==> src/rtl/logic_sweep_pkg.sv <==
// Shared types and helpers for the exhaustive logic sweep checker.
package logic_sweep_pkg;

   localparam int STATE_W = 2;

   typedef enum logic [STATE_W-1:0] {
      IDLE = 2'd0,
      RUN  = 2'd1,
      DONE = 2'd2
   } state_e;

   // Size of the input vector space for an n_in-input function.
   function automatic int nvec(input int n_in);
      return 1 << n_in;
   endfunction

endpackage

==> src/rtl/logic_sweep_checker_sweep_counter.sv <==
// Vector and dwell counters: each vector is held DWELL cycles; sample_en marks the last one.
module sweep_counter
   import logic_sweep_pkg::*;
#(
   parameter int N_IN  = 4,
   parameter int DWELL = 1
) (
   input  logic            clk,
   input  logic            rst_n,
   input  logic            clr,
   input  logic            en,
   output logic [N_IN-1:0] vec,
   output logic            sample_en,
   output logic            last
);

   localparam int NVEC = nvec(N_IN);
   localparam int VW   = N_IN + 1;
   localparam int DW_W = (DWELL > 1) ? $clog2(DWELL) : 1;

   localparam logic [VW-1:0]   V_LAST  = VW'(NVEC - 1);
   localparam logic [VW-1:0]   V_ONE   = VW'(1);
   localparam logic [DW_W-1:0] DW_LAST = DW_W'(DWELL - 1);
   localparam logic [DW_W-1:0] DW_ONE  = DW_W'(1);

   // One spare bit so the terminal vector is detected by compare, never by wrap.
   logic [VW-1:0]   r_vec;
   logic [DW_W-1:0] r_dwell;

   assign sample_en = (r_dwell == DW_LAST);
   assign last      = sample_en && (r_vec == V_LAST);
   assign vec       = r_vec[N_IN-1:0];

   // Advance dwell, then vector; hold on the final vector until cleared.
   always_ff @(posedge clk or negedge rst_n) begin
      if (!rst_n) begin
         r_vec   <= '0;
         r_dwell <= '0;
      end else if (clr) begin
         r_vec   <= '0;
         r_dwell <= '0;
      end else if (en) begin
         if (!sample_en) begin
            r_dwell <= r_dwell + DW_ONE;
         end else if (!last) begin
            r_vec   <= r_vec + V_ONE;
            r_dwell <= '0;
         end else begin
            r_vec   <= r_vec;
            r_dwell <= r_dwell;
         end
      end else begin
         r_vec   <= r_vec;
         r_dwell <= r_dwell;
      end
   end

endmodule

==> config.mk <==
export PLATFORM = sky130hd
export DESIGN_NAME = sweep_counter
export DESIGN_NICKNAME = d
export VERILOG_FILES = /design/src/rtl/logic_sweep_pkg.sv /design/src/rtl/logic_sweep_checker_sweep_counter.sv
export SDC_FILE = /design/constraint.sdc
export NUM_CORES = 1
export LEC_CHECK = 0
export BUFFER_PORTS_ARGS = -buffer_cell sky130_fd_sc_hd__buf_2
export CAP_MARGIN = 10
export CORE_AREA = 2 2 39 41
export CTS_CLUSTER_DIAMETER = 60
export DETAILED_ROUTE_END_ITERATION = 10
export DIE_AREA = 0 0 41 43
export GPL_TIMING_DRIVEN = 1
export PLACE_DENSITY_LB_ADDON = 0.15
export SLEW_MARGIN = 15
export SYNTH_ARGS = -nofsm -noshare
export SYNTH_HDL_FRONTEND = slang
export SYNTH_SLANG_ARGS = --single-unit
==> constraint.sdc <==
create_clock -name clk -period 2.2 [get_ports clk]
set_input_delay 0.66 -clock clk [delete_from_list [all_inputs] [get_ports clk]]
set_output_delay 0.66 -clock clk [all_outputs]
set_load 0.05 [all_outputs]
==> impl_results.md <==
* Pin count of the biggest net entering global routing at 7
* Post-Route WL at slightly below 500 um
* H-Tree Depth at 1
* #FFs+latches synth at 5
* Hold_buf cts at 0
* Rows at 14
* Delay-heaviest family, CP: adder cells
* CTS max path bufs at 2
* Die height at ~43 um
* Worst reg2reg path depth at 6
* GR Util All Layers at slightly above 8%
* Most flop-heavy register: r_vec
* Ys Warns at 0
* Mapped Area at between 300 and 400 sq um
* Critical Path RT at between 1.5 and 2 ns
* Slowest CP cell: dfrtp_1
* Slew Viols, Final at 0
* Die area at ~1800 sq um
* Initial antenna violation count at 0
* Post-detail-place hpwl at 406 um
* CTS buffer count at 3
* Max Fclk at 0.471 GHz
* # IOs at 10
* Sequential area share after synthesis at roughly 41%
* Critical path destination: last
* GRT Max-Usage Layer: met1
* CP max stage delay at between 0.4 and 0.5 ns
* CP startpoint: r_vec[0]$_DFFE_PN0P_
* Global-route wire length before repair at a little under 900 um
* Final hold vios at 0
* Initial Util at a little over a fifth
* Dpl cells at 48
* Clk Latency, worst-skew pair at around 0.24 ns
* DR pass1 iterations at 2
* Max-cap violation count at 0
* CP dominant cell by count: ha_1
* Clock Pin Slew Worst Setup and Hold Paths at approximately 0.040 ns
* Share of post-route cells with drive strength above 1 at 33.3%
* Via density at about 4
* CP Capture Type: primary output
* GR Util met2 at 10.0%
* CP startpoint kind: register
* Final-report setup violation count at 0
* I/O Buffers at 8
* Area grow syn2layout at 17.0%
* Met1 track demand over resource at ~10%
* Worst r2r src: r_vec[0]$_DFFE_PN0P_
* Worst Skew at between 0.001 and 0.0015 ns
* Worst Hold Class: input port to asynchronous set/reset pin
* DR WL/cell at approximately 9.5 um
* Crit share post-route at 96.4%
* RSZ-0062 raised after global routing: false
* Synth cell types at 16
* Sw frac at between 20 and 30%
* Clock share of power at a little over two fifths
* Dpl ws at 0.315 ns
* Routed via count at slightly above 200
* PD cells at roughly 710 nW/um^2
* Avg Cell Area, Syn at around 10 sq um
* ANT cells at 0
* Min Tclk post-route at 2.12 ns
* Grt total ovfl at 0
* Global placer's final weighted congestion at between 0.6 and 0.7
* Fill count at 161
* Syn_nets at 35
* Core area at 1380 sq um
* Comb pwr share at between 10% and 20%
* Met3 Usage GRT at roughly 4.7%
* Reg2Reg Setup Slack at 0.41 ns
* Chip width at around 40 um
* Vias in the first global route at roughly 200
* Max FFs per register at 5
* CP Cell Sequence: ha_1 -> and3_1 -> ha_1 -> buf_4
* Initial DRC Count at 2
* P_int at ~180 uW
* Post-route insts no fill at 52
* CP max FO at 4
* CP arrival at approximately 1.5 ns
* Antenna viol nets, final at 0
* Leakage Power at ~0.0002 uW
* Sink Count at 5
* Bufs and invs on worst path at 1
* Worst IR Drop VDD at 0.000231 V
* Crit path depth at 4
* Root buf cell: clkbuf_4
* Post-synthesis instance total at 29
* Largest regs: r_vec: 5 flops
* Reg-to-reg critical path endpoint: r_vec[3]$_DFFE_PN0P_
* Status: complete, no violations
* Fin worst setup slack at between 0.07 and 0.08 ns
* Sw Pwr at a little over 70 uW
* TNS Setup at 0 ns
* Nets at 43
* Crit path kind: register to primary output
* DR DRC count at 0
* Sequential share of power at roughly 41%
* CTS tree: yes
==> through the flow <==
stage                     util, %  power (uW)  cell area [sq um]  hold slack, ns
after floorplan                 -         140                302           0.364
after global placement       23.4         145                324           0.484
after detailed placement     23.4         146                324           0.487
after CTS                    25.3         254                350           0.230
after global routing         25.5         266                353           0.230
final                        25.5         251                353           0.226
==> cell usage after synthesis (all sizes together) <==
cell type	number	area share [%]
buf	5	12
mux2	1	3.7
nand4	1	2.1
and3	1	2.1
nand3b	1	2.5
xnor2	1	2.9
xor2	1	2.9
a211oi	1	2.5
nor2	5	6.2
nor2b	1	4.6
dfrtp	5	41
inv	1	1.2
ha	2	8.3
and2b	1	2.5
mux2i	1	3.3
conb	1	1.2
==> placed cells by master (no fill, tap or decap) <==
cell and instances:
a211oi_1 1, and2b_1 1, and3_1 1, buf_2 7, buf_4 1, clkbuf_1 1
clkbuf_4 3, conb_1 1, dfrtp_1 5, ha_1 2, inv_1 1, mux2_1 1
mux2i_1 1, nand3b_1 1, nand4_1 1, nor2_1 5, nor2b_4 1, xnor2_1 1
xor2_1 1
==> kinds of logic after synthesis <==
group / share of synthesized area [%]
simple gates: 19.9
buf+inv: 13.7
flops: 41.5
fa+ha+maj: 8.30
xor+xnor: 5.81
mux: 7.05
other cells: 1.24
compound gates: 2.49
==> power by group through the flow <==
| stage | Clock, uW | Combinational [uW] | Sequential [uW] |
|---|---|---|---|
| CTS | 109 | 42.7 | 102 |
| floorplan | 0 | 37.9 | 102 |
| detailed placement | 0 | 42.6 | 103 |
| global route | 116 | 46.7 | 103 |
| global placement | 0 | 42.3 | 103 |
| finish | 107 | 41.5 | 102 |
==> per-layer routing <==
| layer | part of all wire [%] | vias up |
|---|---|---|
| met1 | 43 | 90 |
| li1 | - | 102 |
| met3 | 9.9 | 4 |
| met2 | 44 | 7 |
| met5 | 0 | - |
| met4 | 3.4 | 0 |
==> worst min path at each step <==
| stage | from | to | slack, ns |
|---|---|---|---|
| floorplan | rst_n | r_vec[0]$_DFFE_PN0P_ | 0.36 |
| global placement | rst_n | r_vec[2]$_DFFE_PN0P_ | 0.48 |
| detailed placement | rst_n | r_vec[2]$_DFFE_PN0P_ | 0.49 |
| CTS | rst_n | r_vec[4]$_DFFE_PN0P_ | 0.23 |
| global route | rst_n | r_vec[2]$_DFFE_PN0P_ | 0.23 |
| finish | rst_n | r_vec[4]$_DFFE_PN0P_ | 0.23 |
==> area by class of cell <==
type / instances / area (sq um) / share of cell area [%]
well taps: 16 / 20.0 / 5.67
repair buffers: 8 / 42.5 / 12.1
inverters: 1 / 3.75 / 1.06
clock buffers: 4 / 26.3 / 7.45
flip-flops and latches: 5 / 125 / 35.5
multi-input cells: 18 / 135 / 38.3
==> timing repair <==
item	CTS	global route
buffers inserted	0	0
gates resized for setup	0	2
endpoints found under the setup margin	0	1
hold endpoints to repair	0	0
Power figures use the tool's default switching activity.
